$ cat src/rtl/instruction_fetch_unit.sv
// Instruction fetch unit: initiator side of the Instruction_Memory read port.
// Owns the PC and issues one word address per cycle. Each returned word is
// tagged with its PC and buffered in a 2-entry FIFO that the decode stage
// drains with valid/ready. A branch/jump redirect flushes the FIFO and any
// read still in flight.
//
// Optional feature macro: MISALIGN_FAULT_EN
//   defined   : a misaligned redirect target raises fetch_fault and halts fetch
//               until an aligned redirect arrives (or rst).
//   undefined : redirect targets are truncated down to a word boundary and
//               fetch_fault is tied low.
//
// Ports
//   clk            in   1   system clock, rising edge
//   rst            in   1   synchronous, active-high reset
//   read_address   out  32  fetch address to Instruction_Memory (the PC)
//   inst           in   32  instruction word, returned the cycle after issue
//   redirect_valid in   1   branch/jump taken
//   redirect_pc    in   32  redirect target
//   id_ready       in   1   decode accepts the head entry this cycle
//   if_valid       out  1   head entry valid
//   if_inst        out  32  head entry instruction
//   if_pc          out  32  head entry PC
//   if_pc_plus4    out  32  head entry PC + 4 (mod 2^32)
//   fetch_fault    out  1   misaligned redirect trap
module instruction_fetch_unit #(
   parameter logic [31:0] RESET_PC   = 32'h0000_0000,
   parameter int unsigned FIFO_DEPTH = 2
) (
   input  logic        clk,
   input  logic        rst,
   output logic [31:0] read_address,
   input  logic [31:0] inst,
   input  logic        redirect_valid,
   input  logic [31:0] redirect_pc,
   input  logic        id_ready,
   output logic        if_valid,
   output logic [31:0] if_inst,
   output logic [31:0] if_pc,
   output logic [31:0] if_pc_plus4,
   output logic        fetch_fault
);

   localparam int unsigned XLEN  = 32;
   localparam int unsigned CNT_W = 2;
   localparam logic [XLEN-1:0] WORD_BYTES = 32'd4;

   // FIFO storage: the head entry lives directly in the output registers,
   // the second entry in the tail registers.
   logic [XLEN-1:0]  pc;
   logic             inflight;
   logic [XLEN-1:0]  inflight_pc;
   logic             tail_valid;
   logic [XLEN-1:0]  tail_inst;
   logic [XLEN-1:0]  tail_pc;
   logic             halted;

   logic             pop;
   logic             push;
   logic             issue;
   logic [CNT_W-1:0] count;
   logic [CNT_W-1:0] occupancy;
   logic [CNT_W-1:0] remain;
   logic [XLEN-1:0]  target;

   assign read_address = pc;

   // Handshake, occupancy and issue decision
   always_comb begin
      pop       = 1'b0;
      push      = 1'b0;
      issue     = 1'b0;
      count     = '0;
      occupancy = '0;
      remain    = '0;
      target    = '0;

      pop       = if_valid & id_ready;
      push      = inflight & ~redirect_valid;
      count     = CNT_W'(if_valid) + CNT_W'(tail_valid);
      occupancy = count + CNT_W'(inflight);
      remain    = count - CNT_W'(pop);
      // Issue only if the returning word is guaranteed a FIFO slot.
      issue     = !redirect_valid && !halted &&
                  ((occupancy < CNT_W'(FIFO_DEPTH)) || pop);
`ifdef MISALIGN_FAULT_EN
      target    = redirect_pc;
`else
      target    = redirect_pc & 32'hFFFF_FFFC;
`endif
   end

   // PC, in-flight tracking and the 2-entry FIFO
   always_ff @(posedge clk) begin
      if (rst) begin
         pc          <= RESET_PC;
         inflight    <= 1'b0;
         inflight_pc <= '0;
         if_valid    <= 1'b0;
         if_inst     <= '0;
         if_pc       <= '0;
         if_pc_plus4 <= WORD_BYTES;
         tail_valid  <= 1'b0;
         tail_inst   <= '0;
         tail_pc     <= '0;
      end else begin
         inflight <= issue;
         if (issue) begin
            inflight_pc <= pc;
            pc          <= pc + WORD_BYTES;
         end

         if (redirect_valid) begin
            // Flush: the in-flight word is dropped because push is masked.
            pc         <= target;
            if_valid   <= 1'b0;
            tail_valid <= 1'b0;
         end else begin
            case (remain)
               2'd0: begin
                  if_valid   <= push;
                  tail_valid <= 1'b0;
                  if (push) begin
                     if_inst     <= inst;
                     if_pc       <= inflight_pc;
                     if_pc_plus4 <= inflight_pc + WORD_BYTES;
                  end
               end
               2'd1: begin
                  // One entry survives: promote the tail if the head was popped.
                  if (pop) begin
                     if_inst     <= tail_inst;
                     if_pc       <= tail_pc;
                     if_pc_plus4 <= tail_pc + WORD_BYTES;
                  end
                  tail_valid <= push;
                  if (push) begin
                     tail_inst <= inst;
                     tail_pc   <= inflight_pc;
                  end
               end
               default: ;
            endcase
         end
      end
   end

`ifdef MISALIGN_FAULT_EN
   // Fault/halt state: set by a misaligned redirect, cleared by an aligned one.
   always_ff @(posedge clk) begin
      if (rst) begin
         fetch_fault <= 1'b0;
         halted      <= 1'b0;
      end else if (redirect_valid) begin
         fetch_fault <= (redirect_pc[1:0] != 2'b00);
         halted      <= (redirect_pc[1:0] != 2'b00);
      end
   end
`else
   assign fetch_fault = 1'b0;
   assign halted      = 1'b0;
`endif

   // The issue rule makes a push into a full FIFO impossible.
   a_no_overflow : assert property (@(posedge clk) disable iff (rst)
      !(push && (remain == CNT_W'(FIFO_DEPTH))));

endmodule
$ cat config.mk
export PLATFORM = sky130hd
export DESIGN_NAME = instruction_fetch_unit
export DESIGN_NICKNAME = d
export VERILOG_FILES = /design/src/rtl/instruction_fetch_unit.sv
export SDC_FILE = /design/constraint.sdc
export NUM_CORES = 1
export LEC_CHECK = 0
export ABC_AREA = 1
export ABC_CLOCK_PERIOD_IN_PS = 3800
export BUFFER_PORTS_ARGS = -buffer_cell sky130_fd_sc_hd__buf_2
export CAP_MARGIN = 20
export CORE_MARGIN = 2
export CORE_UTILIZATION = 50
export DETAILED_ROUTE_END_ITERATION = 7
export PLACE_DENSITY = 0.73
export SYNTH_ARGS = -nofsm -noshare
export SYNTH_HDL_FRONTEND = slang
export SYNTH_SLANG_ARGS = --single-unit
$ cat constraint.sdc
create_clock -name clk -period 3.8 [get_ports clk]
set_input_delay 1.14 -clock clk [delete_from_list [all_inputs] [get_ports clk]]
set_output_delay 1.14 -clock clk [all_outputs]
set_load 0.02 [all_outputs]
==> summary.txt <==
Status
  – Status: complete, no violations

STA
  – Setup TNS: 0 ns
  – Final Cycle Share: 0.832
  – Max-slew violations: 0
  – Final setup fails: 0
  – Setup ws final: approximately 0.64 ns
  – Slew HR: 0.330
  – Final Hold Viols: 0
  – Fmax: 316 MHz
  – Slew @ Worst Pin: 1.01 ns
  – RSZ-0062 raised after global routing: no
  – Max Clock Skew: 0.00698 ns
  – Tmin final: ~3.2 ns

Die
  – IO Count: about 200
  – Die Footprint: 21,800 sq um
  – Initial Util: 0.510
  – Die Y: 148 microns
  – FP Rows: 52
  – Core area: 20,200 sq um
  – Die W: 148 microns

Yosys
  – Multiplexer share of the synthesized area: 0
  – Main synth FF type: dfxtp_1
  – Mean Syn Cell Area: 6.97 sq um
  – Largest family of logic cells by synthesized area: simple AND/OR/NAND/NOR gates
  – Leading area contributor after synthesis: dfxtp_1
  – Seq cells post-synth: between 200 and 250
  – Post-synth EDFFs: 0
  – Post-Syn Instances: 1,480
  – Count leader, synth: nand2_1
  – Post-Synth Simple-Gate Area: 0.305
  – Synth Area in Compound Gates: 0.172
  – Synth Cell Area: 10,300 sq um
  – Ys Warns: 0
  – Seq/Total Area, Yosys: 0.421
  – Synth Area in Adders: 0.00485
  – Commonest cells in the netlist: nand2_1, dfxtp_1, nand3_1, nor2_1, o21ai_0
  – Post-synth top area share: 0.421
  – Ys async rst share: 0
  – Synth top area cells: dfxtp_1, nand2_1, nand3_1
  – Distinct cells, synth: 52
  – XOR/XNOR Fraction of Synth Area: 0.00849

Power
  – Sw frac: 0.256
  – Internal power: 3.97 mW
  – PwrDens: 437 nW/um^2
  – P_sw: 1.37 mW
  – Pleak: 5.39 nW
  – Worst vdd ir: roughly 350 uV
  – Clock power share: 0.434
  – Gate power share: 0.108
  – Reg power frac: 0.458

Placement
  – Minimum setup slack after placement: 0.135 ns
  – Dpl cells: 1,874
  – RePlAce Congestion: 0.887
  – Dpl hpwl: between 20 and 25 mm
  – IO Port Bufs: 188

Layout
  – Finished Layout Cells: between 1,500 and 2,000
  – Area Overhead vs Synth: 18.2%
  – Antenna cells: 0
  – Final Net Count: 1,701
  – Layout cells sized above 1: 0.190

Clock tree
  – Clk sinks: 217
  – CTS tree: yes
  – Clk root buf: clkbuf_16
  – Resize count post-CTS: 0
  – Clock buffer depth: 3
  – Setup bufs post-CTS: 0
  – TritonCTS Buffers: 23
  – Cts hold-fix bufs: 0
  – Clk_lat worst skew: 0.50 ns
  – H-tree levels: 1
  – Worst-path clk slew: 0.06 ns

Routing
  – Initial DRC Count: slightly above 800
  – Average wire per standard cell: 15.4 microns
  – Pre-Repair DR Iteration Count: 6
  – Vias per cell: 5.37
  – Vias: 10,300
  – DRC: 0
  – Final wirelength: 29.5 mm
  – Antenna Nets Post-Route: 0

Setup path
  – Worst EP required: 4.16 ns
  – Most used cell, CP: nor2_1
  – Worst Path Arrival: roughly 3.5 ns
  – Critical path class: in2reg
  – CP delay by family, top: simple AND/OR/NAND/NOR gates
  – Worst Setup Start Kind: input port
  – Crit-path slowest cell: buf_4
  – Crit Path Max Fanout: 23
  – CP max stage delay: 0.34 ns
  – Worst-path cell chain: buf_2, nand2_1, inv_1, ha_1, inv_2, nand3_2, buf_4, nand2_2, nand2_2, inv_1, nor2_1, nand2_1, nor2_1, a21oi_1, nor2_1, nor2_1
  – Worst setup EP type: register
  – Crit path buf inv count: 5

Global routing
  – Final global-route overflow total: 0
  – All-Layer GR Usage: 0.262
  – Vias in the first global route: 9,386
  – Initial antenna violation count: 0
  – First-pass GRT wire length: 47.4 mm
  – Largest net degree at the start of global routing: 88

Run
  – Max-Cap Viols: 0

Hold path
  – Worst hold path type: reg2reg
==> placed cells by master (no fill, tap or decap), types with 4 or more instances in the layout <==
cell / netlist / routed
nand2_1: 351 / 350
dfxtp_1: 217 / 217
buf_2: 21 / 188
nand3_1: 151 / 151
nor2_1: 131 / 130
o21ai_0: 127 / 127
inv_1: 110 / 110
a21oi_1: 107 / 107
a31oi_1: 40 / 40
buf_4: 10 / 26
clkbuf_16: 0 / 23
nand2_2: 19 / 19
nand4_1: 16 / 16
a22oi_1: 13 / 13
clkbuf_8: 0 / 9
nor2_2: 8 / 8
nor3_1: 8 / 8
xor2_1: 8 / 8
nor2_4: 6 / 7
o21bai_1: 7 / 7
conb_1: 1 / 7
o21ai_2: 6 / 6
nand2_4: 4 / 5
nand3b_1: 4 / 4
o22ai_1: 4 / 4
ha_1: 4 / 4
==> final timing paths <==
check / from / to / slack (ns) / cells past startpoint
worst max-delay path: id_ready / if_pc_plus4[30]$_SDFFE_PP0P_ / 0.64 / 16
worst min-delay path: tail_pc[31]$_SDFFE_PP0P_ / tail_pc[31]$_SDFFE_PP0P_ / 0.45 / 2
worst max register to register: if_valid$_SDFFE_PP0N_ / if_pc_plus4[30]$_SDFFE_PP0P_ / 0.83 / 15
worst min register to register: tail_pc[31]$_SDFFE_PP0P_ / tail_pc[31]$_SDFFE_PP0P_ / 0.45 / 2
==> state kept, by name, summed over array words and instances, names as in the netlist <==
signal	flops
if_inst	32
if_pc	30
if_pc_plus4	30
if_valid	1
inflight	1
inflight_pc	30
read_address	30
tail_inst	32
tail_pc	30
tail_valid	1
==> worst register-to-register path: stages, from the launching register on <==
cell and delay [ns]:
dfxtp_1 0.35, ha_1 0.31, inv_1 0.06, ha_1 0.33
inv_2 0.06, nand3_2 0.21, buf_4 0.34, nand2_2 0.09
nand2_2 0.16, inv_1 0.11, nor2_1 0.18, nand2_1 0.13
nor2_1 0.24, a21oi_1 0.11, nor2_1 0.11, nor2_1 0.04
==> final cells by class <==
cell class / count / area [sq um]
Clock inverter: 6 / 82.6
Sequential cell: 217 / 4340
Timing Repair Buffer: 217 / 1200
Tap cell: 270 / 338
Inverter: 114 / 430
Fill cell: 1875 / 8030
Multi-Input combinational cell: 1056 / 5100
Clock buffer: 35 / 711
==> logic make-up after synthesis <==
kind of cell	Yosys count
other	1
xor gates and xnor gates	10
DFF	217
AOI/OAI and AO/OA	320
adders and majority gates	4
and+or+nand+nor	715
buffers and inverters	213
==> layer usage <==
layer  GRT usage  up-vias  wire length [microns]
met5           0        -                      0
met1       0.363     4676                  13100
met3      0.0340       57                   1960
met2       0.429      359                  13600
li1            -     5185                      -
met4      0.0803        0                    836
==> power by group through the flow <==
stage / Combinational, mW / Clock (mW) / Sequential [mW]
after global placement: 0.566 / 0 / 2.49
after global routing: 0.635 / 2.44 / 2.45
final: 0.575 / 2.31 / 2.45
after floorplan: 0.306 / 0 / 2.55
after detailed placement: 0.573 / 0 / 2.49
after CTS: 0.576 / 2.35 / 2.44
==> through the flow <==
stage | area, sq um | hold slack, ns | utilization | power, mW
finish | 12200 | 0.451 | 0.603 | 5.34
detailed placement | 11400 | 0.445 | 0.564 | 3.07
global route | 12200 | 0.469 | 0.603 | 5.53
global placement | 11400 | 0.433 | 0.564 | 3.06
CTS | 12200 | 0.454 | 0.603 | 5.37
floorplan | 10300 | 0.425 | - | 2.85
Power figures use the tool's default switching activity.
